## config.mk

```make
export PLATFORM = sky130hd
export DESIGN_NAME = spi_slave
export DESIGN_NICKNAME = d
export VERILOG_FILES = /design/src/rtl/spi_slave.sv
export SDC_FILE = /design/constraint.sdc
export NUM_CORES = 1
export LEC_CHECK = 0
export CAP_MARGIN = 20
export CORE_ASPECT_RATIO = 0.9
export CORE_MARGIN = 2
export CORE_UTILIZATION = 35
export DETAILED_ROUTE_END_ITERATION = 6
export GPL_TIMING_DRIVEN = 0
export PLACE_DENSITY = 0.52
export SLEW_MARGIN = 20
export SYNTH_ARGS = -nofsm -noshare
export SYNTH_HDL_FRONTEND = slang
export SYNTH_SLANG_ARGS = --single-unit
```

## constraint.sdc

```tcl
create_clock -name clk -period 2.9 [get_ports clk]
set_input_delay 0.725 -clock clk [delete_from_list [all_inputs] [get_ports clk]]
set_output_delay 0.725 -clock clk [all_outputs]
set_load 0.05 [all_outputs]
```

## src/rtl/spi_slave.sv

```systemverilog
// spi_slave: SPI mode-0 responder, MSB first, active-low slave select.
// sclk/ss/mosi are oversampled in the clk domain; a one-deep tx buffer feeds
// each frame and every complete received word is presented with a one-cycle
// rx_valid pulse.
// Optional build macro SPI_SLAVE_OVERRUN_EN adds rx_ack/rx_overrun.
//
// state | meaning
// ------+----------------------------------------------------------------
// IDLE  | no frame; miso held low, waiting for ss falling edge
// SHIFT | frame in progress; sample mosi on sclk rise, shift miso on fall
// DONE  | full word received; sclk ignored until ss rises
module spi_slave #(
    parameter int                    DATA_WIDTH   = 8,
    parameter int                    SYNC_STAGES  = 2,
    parameter logic [DATA_WIDTH-1:0] IDLE_TX_WORD = '0
) (
    input  logic                  clk,
    input  logic                  reset,
    input  logic                  sclk,
    input  logic                  ss,
    input  logic                  mosi,
    output logic                  miso,
    input  logic [DATA_WIDTH-1:0] tx_data,
    input  logic                  tx_valid,
    output logic                  tx_ready,
    output logic [DATA_WIDTH-1:0] rx_data,
    output logic                  rx_valid,
    output logic                  busy
`ifdef SPI_SLAVE_OVERRUN_EN
    ,
    input  logic                  rx_ack,
    output logic                  rx_overrun
`endif
);

    localparam int CNT_W = (DATA_WIDTH > 1) ? $clog2(DATA_WIDTH) : 1;
    localparam logic [CNT_W-1:0] LAST_BIT = CNT_W'(DATA_WIDTH - 1);

    typedef enum logic [1:0] {
        IDLE  = 2'd0,
        SHIFT = 2'd1,
        DONE  = 2'd2
    } state_t;

    state_t state_q, state_d;

    logic [SYNC_STAGES-1:0] sclk_sync, ss_sync, mosi_sync;
    logic                   sclk_d, ss_d;
    logic                   sclk_s, ss_s, mosi_s;
    logic                   sclk_rise, sclk_fall, ss_rise, ss_fall;

    logic                   tx_full;
    logic [DATA_WIDTH-1:0]  tx_buf;
    logic [DATA_WIDTH-1:0]  load_word;
    logic [DATA_WIDTH-2:0]  tx_shift;
    logic [DATA_WIDTH-2:0]  rx_shift;
    logic [DATA_WIDTH-1:0]  rx_word;
    logic [CNT_W-1:0]       bit_cnt;

    logic frame_start, sample_rx, shift_tx, frame_done, to_idle;

    assign sclk_s = sclk_sync[SYNC_STAGES-1];
    assign ss_s   = ss_sync[SYNC_STAGES-1];
    assign mosi_s = mosi_sync[SYNC_STAGES-1];

    assign sclk_rise = sclk_s & ~sclk_d;
    assign sclk_fall = ~sclk_s & sclk_d;
    assign ss_rise   = ss_s & ~ss_d;
    assign ss_fall   = ~ss_s & ss_d;

    assign load_word = tx_full ? tx_buf : IDLE_TX_WORD;
    assign rx_word   = {rx_shift, mosi_s};
    assign tx_ready  = ~tx_full;
    assign busy      = (state_q != IDLE);

    // Synchronize the pins and keep one extra delay stage for edge detection.
    always_ff @(posedge clk) begin
        if (reset) begin
            sclk_sync <= '0;
            ss_sync   <= '1;
            mosi_sync <= '0;
            sclk_d    <= 1'b0;
            ss_d      <= 1'b1;
        end else begin
            sclk_sync <= {sclk_sync[SYNC_STAGES-2:0], sclk};
            ss_sync   <= {ss_sync[SYNC_STAGES-2:0], ss};
            mosi_sync <= {mosi_sync[SYNC_STAGES-2:0], mosi};
            sclk_d    <= sclk_s;
            ss_d      <= ss_s;
        end
    end

    // State register.
    always_ff @(posedge clk) begin
        if (reset) state_q <= IDLE;
        else       state_q <= state_d;
    end

    // Next-state and datapath strobes; ss rise outranks a coincident sclk rise.
    always_comb begin
        state_d     = state_q;
        frame_start = 1'b0;
        sample_rx   = 1'b0;
        shift_tx    = 1'b0;
        frame_done  = 1'b0;
        to_idle     = 1'b0;
        case (state_q)
            IDLE: begin
                if (ss_fall) begin
                    state_d     = SHIFT;
                    frame_start = 1'b1;
                end
            end
            SHIFT: begin
                if (ss_rise) begin
                    state_d = IDLE;
                    to_idle = 1'b1;
                end else if (sclk_rise) begin
                    sample_rx = 1'b1;
                    if (bit_cnt == LAST_BIT) begin
                        state_d    = DONE;
                        frame_done = 1'b1;
                    end
                end else if (sclk_fall) begin
                    shift_tx = 1'b1;
                end
            end
            DONE: begin
                if (ss_rise) begin
                    state_d = IDLE;
                    to_idle = 1'b1;
                end
            end
            default: begin
                state_d = IDLE;
                to_idle = 1'b1;
            end
        endcase
    end

    // Shift registers, bit counter, miso and the received-word register.
    always_ff @(posedge clk) begin
        if (reset) begin
            miso     <= 1'b0;
            tx_shift <= '0;
            rx_shift <= '0;
            bit_cnt  <= '0;
            rx_data  <= '0;
            rx_valid <= 1'b0;
        end else begin
            rx_valid <= frame_done;
            if (frame_start) begin
                miso     <= load_word[DATA_WIDTH-1];
                tx_shift <= load_word[DATA_WIDTH-2:0];
                bit_cnt  <= '0;
            end else if (to_idle) begin
                miso <= 1'b0;
            end else if (shift_tx) begin
                miso     <= tx_shift[DATA_WIDTH-2];
                tx_shift <= tx_shift << 1;
            end
            if (sample_rx) begin
                rx_shift <= rx_word[DATA_WIDTH-2:0];
                bit_cnt  <= bit_cnt + 1'b1;
            end
            if (frame_done) rx_data <= rx_word;
        end
    end

    // One-deep tx buffer: emptied at frame start, refilled by handshake.
    // An accept in the frame-start cycle lands in the buffer for the next frame.
    always_ff @(posedge clk) begin
        if (reset) begin
            tx_full <= 1'b0;
            tx_buf  <= '0;
        end else begin
            if (frame_start) tx_full <= 1'b0;
            if (tx_valid && !tx_full) begin
                tx_full <= 1'b1;
                tx_buf  <= tx_data;
            end
        end
    end

`ifdef SPI_SLAVE_OVERRUN_EN
    logic rx_unacked;

    // Sticky overrun: a new word arrives while the previous one is unread.
    always_ff @(posedge clk) begin
        if (reset) begin
            rx_unacked <= 1'b0;
            rx_overrun <= 1'b0;
        end else begin
            if (rx_valid)    rx_unacked <= 1'b1;
            else if (rx_ack) rx_unacked <= 1'b0;
            if (rx_valid && rx_unacked) rx_overrun <= 1'b1;
            else if (rx_ack && !rx_valid) rx_overrun <= 1'b0;
        end
    end
`endif

endmodule

```

* Word level (Yosys, flattened, before mapping) *
Index checks and enable logic that the tools add are counted.

cells by class
  $add $sub $neg = 1
  mux-type cells = 32
  equality and inequality tests = 8
  shifts and indexed selects = 0
  div/mod/pow operators = 0
  multiply operators = 0
  bitwise logic cells = 9
  order comparisons = 0
  reductions and logical operators = 11

operator list
  operator             count
  $mux 7               3
  $mux 1               19
  $mux 2               5
  $mux 8               1
  $reduce_bool 2->1    4
  $mux 3               2
  $ne 2x2->1 const B   3
  $ne 3x3->1 const B   2
  $pmux 2 s3           1
  $not 1->1            5
  $and 1x1->1          4
  $reduce_and 4->1     1
  $add 3x1->3 const B  1
  $eq 3x3->1 const B   1
  $reduce_bool 3->1    1
  $eq 2x1->1 const B   1
  $eq 2x2->1 const B   1
  $logic_not 2->1      1
  $pmux 1 s2           1
  $reduce_and 2->1     1
  $reduce_or 2->1      1
  $logic_and 1x1->1    1
  $logic_not 1->1      1

word-level totals
  bits in read-only memories = 0
  output and inout port bits = 12
  register bits after elaboration = 46
  memory bits (writable) = 0
  latch bits = 0
  memories = 0

* Longest topological paths before layout *
Gate-level depths: netlist of run 1.

  depth in word-level cells = 9
  depth in mapped cells = 7
  gate-level depth less buffers = 6

* Worst setup path after synthesis of run 1 *
OpenSTA, ideal clock, no wires.

  path kind = reg2reg
  start point = register state_q[0]
  end point = register tx_shift[3]
  setup time = 88 ps
  buffers on the path = 1
  cell stages (with the launch flop) = 8
  clock period less this slack = 1636 ps
  path slack = 1264 ps
  arrival = 1548 ps
  cells stage by stage = dfxtp_1 > inv_1 > ha_1 > nor2_1 > o41ai_4 > buf_6 > nor2_1 > a311oi_2

on the way
  word-level cells in the longest chain between the ends = 5

RTL lines
  what                                      RTL line  RTL
  from (decl)                               45        state_t state_q, state_d;
  from (signal assigned)                    96        else state_q <= state_d;
  $eq 2x2->1 or $eq 2x1->1 (tied branches)  107       case (state_q)
  $reduce_or 2->1 (no line)                 n/a
  $pmux 1 s2                                107
  $ne 2x2->1 (no line)                      n/a
  $reduce_and 2->1 (no line)                n/a
  to (signal assigned)                      154       tx_shift <= load_word[DATA_WIDTH-2:0];
  to (signal assigned)                      160       tx_shift <= tx_shift << 1;
  to (decl)                                 55        logic [DATA_WIDTH-2:0] tx_shift;

Parallel ways exist; a longest one is shown, timed or not.
A chain may end at the register's enable or synchronous reset.

* Worst setup path in the final report of run 1 *
  start point = register state_q[0]
  end point = output busy

on the way
  word-level cells in the longest chain between the ends = 1

RTL lines
  what               RTL line  RTL
  $reduce_bool 2->1  74        assign busy = (state_q != IDLE);
  to (decl)          28        output logic busy

Every way passes these cells.

==> flow_metrics.tcl, run 1 <==
set metrics [dict create \
    outcome "complete, no violations" \
    grt_pass1_wl_mm 6.19 \
    synth_area_leaders "dfxtp_1, mux2i_1, nor2_1" \
    numCtsBuffers 5 \
    ys_ff_latch 46 \
    syn_area_per_cell_um2 10.1 \
    die-area_um2 6060 \
    vias_per_cell 4.71 \
    htree_levels 2 \
    drc 0 \
    wire_per_inst_um 12.6 \
    fin_util_pct 44.3 \
    clk_latency_ns 0.29 \
    worstPathArrival_ns 1.80 \
    multi_input_area_um2 897 \
    antenna_found_initial 0 \
    cts_setup_buffers 0 \
    setup_tns_ns 0 \
    drive_gt1_share_pct 12.7 \
    wl_mm 3.63 \
    start_util_pct 36.3 \
    ff_latch_area_um2 921 \
    grt.total_usage_pct 13.5 \
    fin_crit_ns 2.52 \
    antenna_left 0 \
    antenna_cells 0 \
    post_dp_cell_area_um2 2230 \
    synthDistinctLibCells 37 \
    worstPathMaxFanout 3 \
    dp_cells 280 \
    synth-edff-count 0 \
    vias 1356 \
    place_hpwl_mm 2.70 \
    cp.required_ns 2.17 \
    cts_tree "yes" \
    async_flop_share_pct 0 \
    first_pass_iters 4 \
    num-fill-cells 515 \
    cts.path.max_buffers 2 \
    postLayoutCellArea_um2 2330 \
    peakVddDrop_v 0.000334 \
    place.gp.congestion 0.822 \
    root_buffer "clkbuf_8" \
    endpoint_kind "output pin" \
    skew_ns 0.00505 \
    cts.sinks 46 \
    min_path_type "flip-flop to flip-flop" \
    layout_common_cells "dfxtp_1, nor2_1, mux2i_1" \
    grt_pass1_vias 1378 \
    die_h_um 74.1 \
    maxSlewViolCount 0 \
    die_w_um 81.9 \
    port_buffers 24 \
    timing.setup.critical_path_class "flip-flop to output pin" \
    drt_iter0_markers 78 \
    final_common_cell "dfxtp_1" \
    grt_max_degree 15 \
    p_per_area_nw_per_um2 595 \
    path_clk_slew_ns 0.08 \
    ys_seq_area_share_pct 48.2 \
    worst_pin_slew_ns 0.537 \
    rsz0062_at_grt "no" \
    row_count 25 \
    setup-violations-final 0 \
    synth_warnings 0 \
    ctsHoldBuffers 0 \
    relSlewSlack_pct 64.2 \
    fmax_ghz 0.396 \
    yosys.area.top_type "dfxtp_1" \
    grt.overflow.total 0 \
    power.leakage_nw 0.992 \
    synthFlopType "dfxtp_1" \
    layout.cells.non_filler 288 \
    areaGrowthSynthToFinish_pct 22.0 \
    syn-num-nets 209 \
    cp-start-kind "flip-flop" \
    layout.nets 240 \
    hold_viol 0 \
    core-area_um2 5260 \
    cts_resized 0 \
    maxCapViolCount 0 \
    synth.cell_area_um2 1910 \
    period_share_pct 87.1 \
    syn_inst 189 \
    io_pins 26 \
    synth_top_area_share_pct 48.2 \
]
## cell usage after synthesis, drive strengths merged, types with 2 or more instances
library cell,count
a22oi,2
a211o,2
ha,6
and2,2
buf,5
a211oi,2
or2b,3
o31ai,2
inv,6
nand3,6
or2,3
mux2i,25
nor2,37
a311oi,6
dfxtp,46
nand2,10
nor2b,8
clkbuf,7
## registers in the layout, indices dropped and copies added (netlist names), 2 cells and up
register	flops
rx_data	8
tx_buf	8
rx_shift	7
tx_shift	7
bit_cnt	3
mosi_sync	2
sclk_sync	2
ss_sync	2
state_q	2
## critical path, cell delays in order, from the launching register on
cell and delay [ns]:
dfxtp_1 0.37, inv_1 0.09, ha_1 0.22, inv_1 0.05, clkdlybuf4s50_1 0.79
## layout make-up
class	instances	area share (%)
multi-input combinational	125	38.5
inverter	6	0.967
tap	67	3.60
sequential	46	39.5
clock buffer	6	3.55
buffer	12	2.96
timing repair buffer	24	10.3
clock inverter	2	0.537
## path summary, 6_finish.rpt
kind	slack [ns]	cells after the start	to	from
setup / recovery	0.38	4	busy	state_q[0]
hold / removal	0.42	1	ss_sync[1]	ss_sync[0]
setup reg to reg	1.10	7	tx_shift[4]	state_q[0]
hold reg to reg	0.42	1	ss_sync[1]	ss_sync[0]
## per-stage QoR
stage | hold WS (ns) | setup slack, ns | power [mW]
2_1_floorplan | 0.389 | 1.26 | 0.923
3_3_place_gp | 0.403 | 0.707 | 0.995
3_5_place_dp | 0.403 | 0.684 | 1.01
4_1_cts | 0.430 | 0.356 | 1.41
5_1_grt | 0.436 | 0.295 | 1.46
6_report | 0.425 | 0.376 | 1.38
## metal layers
| layer | global-route usage [%] | part of all wire (%) | vias to the layer above | wire length, µm |
|---|---|---|---|---|
| li1 | - | - | 706 | - |
| met1 | 17.1 | 49 | 626 | 1790 |
| met2 | 21.3 | 46 | 19 | 1670 |
| met3 | 3.76 | 3.5 | 5 | 127 |
| met4 | 6.11 | 1.2 | 0 | 42 |
| met5 | 0 | 0 | - | 0 |
## power breakdown
group | internal [mW] | leakage [nW] | total [mW] | switching [mW]
Combinational | 0.125 | 0.570 | 0.302 | 0.178
Clock | 0.191 | 0.0472 | 0.392 | 0.201
Sequential | 0.669 | 0.375 | 0.690 | 0.0209
## cells by family after synthesis
kind of cell	after synthesis	share of synthesized area, %
AND/OR/NAND/NOR	74	18.6
buffers and inverters	18	4.78
AO/OA/AOI/OAI	19	10.7
multiplexers	26	13.7
flip-flops	46	48.2
adder cells (fa/ha/maj)	6	3.93
(Power assumes the default switching activity.)
==> run 2: changes to the inputs <==
clock period = 2.34 ns   (was 2.9 ns; I/O delays follow)
==> run 2 against run 1 <==
Clock-buffer cell count did not move. Critical path depth fell by 1. Final cell count did not move. Highest routed layer unchanged. Non-clock buffer count did not move. Sequential share of layout area barely moved. Critical path type unchanged. Largest power group unchanged. Worst setup slack got worse by 0.29 ns. Clock power rose by 24%. Total power rose by 24%. Core utilization barely moved.
==> flow_metrics.tcl, run 2 (synthesized netlist as in run 1, its figures left out) <==
set metrics [dict create \
    row_count 25 \
    grt_max_degree 15 \
    gr-usage-met2_pct 21.3 \
    root_buffer "clkbuf_8" \
    vias_per_cell 4.71 \
    peakVddDrop_v 0.000397 \
    setup-violations-final 0 \
    drt_iter0_markers 78 \
    fin_util_pct 44.3 \
    grt.overflow.total 0 \
    cp.required_ns 1.75 \
    wl_mm 3.63 \
    grtUsageMet3_pct 3.76 \
    path_clk_slew_ns 0.08 \
    worst_pin_slew_ns 0.537 \
    layout.nets 240 \
    final_common_cell "dfxtp_1" \
    cts_tree "yes" \
    grt.total_usage_pct 13.5 \
    io_pins 26 \
    place.gp.congestion 0.822 \
    maxSlewViolCount 0 \
    place_hpwl_mm 2.70 \
    die-area_um2 6060 \
    grt_pass1_vias 1378 \
    start_util_pct 36.3 \
    vias 1356 \
    die_h_um 74.1 \
    cts_setup_buffers 0 \
    skew_ns 0.00505 \
    clk_latency_ns 0.29 \
    outcome "complete, no violations" \
    rsz0062_at_grt "no" \
    worstPathMaxFanout 8 \
    first_pass_iters 4 \
    drc 0 \
    num-fill-cells 516 \
    use_met1_pct 17.1 \
    htree_levels 2 \
    port_buffers 24 \
    timing.setup.critical_path_class "flip-flop to output pin" \
    areaGrowthSynthToFinish_pct 21.9 \
    reg_top3 "rx_data: 8 flops, tx_buf: 8 flops" \
    cts.path.max_buffers 2 \
    die_w_um 81.9 \
    maxCapViolCount 0 \
    antenna_left 0 \
    core-area_um2 5260 \
    p_per_area_nw_per_um2 735 \
    period_share_pct 96.3 \
    power.leakage_nw 0.996 \
    numCtsBuffers 5 \
    antenna_found_initial 0 \
    busiest_layer "met2" \
    fmax_ghz 0.444 \
    cp-start-kind "flip-flop" \
    hold_viol 0 \
    layout_common_cells "dfxtp_1, nor2_1, mux2i_1" \
    grt_pass1_wl_mm 6.19 \
    cts.sinks 46 \
    worstPathArrival_ns 1.67 \
    relSlewSlack_pct 64.2 \
    setup_tns_ns 0 \
    fin_crit_ns 2.25 \
    min_path_type "flip-flop to flip-flop" \
    drive_gt1_share_pct 12.7 \
    endpoint_kind "output pin" \
    antenna_cells 0 \
    wire_per_inst_um 12.6 \
]
run 2: changes by cell type in the layout (fill, tap and decap cells not counted):
cell | previous run | this run
clkdlybuf4s50_1 | 24 | 23
dlygate4sd2_1 | 0 | 1
run 2: critical path: stages (launching register included):
cell,delay [ns]
dfxtp_1,0.30
clkbuf_1,0.16
inv_1,0.11
clkdlybuf4s50_1,0.80
run 2: worst paths after layout:
check                           depth (start not counted)  slack, ns        from          end
worst max-delay path                                    3       0.09     tx_full     tx_ready
worst min-delay path                                    1       0.42  ss_sync[0]   ss_sync[1]
worst min register to register                          1       0.42  ss_sync[0]   ss_sync[1]
worst max register to register                          7       0.54  state_q[0]  tx_shift[4]
run 2: final cells by class:
class | instances | area, µm² | share of cell area (%)
inverter | 6 | 22.5 | 0.968
tap | 67 | 83.8 | 3.60
clock buffer | 6 | 82.6 | 3.55
clock inverter | 2 | 12.5 | 0.538
multi-input combinational | 125 | 897 | 38.5
buffer | 12 | 68.8 | 2.96
timing repair buffer | 24 | 239 | 10.3
sequential | 46 | 921 | 39.6
run 2: per-layer routing:
| layer | part of all wire [%] | wire length [µm] |
|---|---|---|
| met5 | 0 | 0 |
| met4 | 1.2 | 42 |
| met3 | 3.5 | 128 |
| met2 | 46 | 1670 |
| met1 | 49 | 1790 |
run 2: per-stage QoR:
stage	cells	power (mW)	worst slack [ns]	cell area, µm²	hold slack [ns]
final	288	1.71	0.0862	2330	0.425
after global routing	288	1.81	0.00458	2330	0.436
after CTS	288	1.74	0.0548	2330	0.430
after detailed placement	280	1.25	0.264	2230	0.403
after global placement	280	1.23	0.287	2230	0.403
after floorplan	189	1.14	0.704	1910	0.389
run 2: power by group:
part	internal, mW	switching [mW]	total [mW]
logic	0.150	0.220	0.370
registers	0.829	0.0258	0.855
clock network	0.237	0.249	0.486
run 2: repair_timing:
action,4_1_cts,5_1_grt
hold buffers,0,0
setup endpoints to repair,1,0
gates resized for setup,1,0
==> run 3: changes to the inputs <==
SLEW_MARGIN = 40   (was 20)
==> results of run 3 <==
The final DEF is identical to that of run 2; final timing and power are the same.
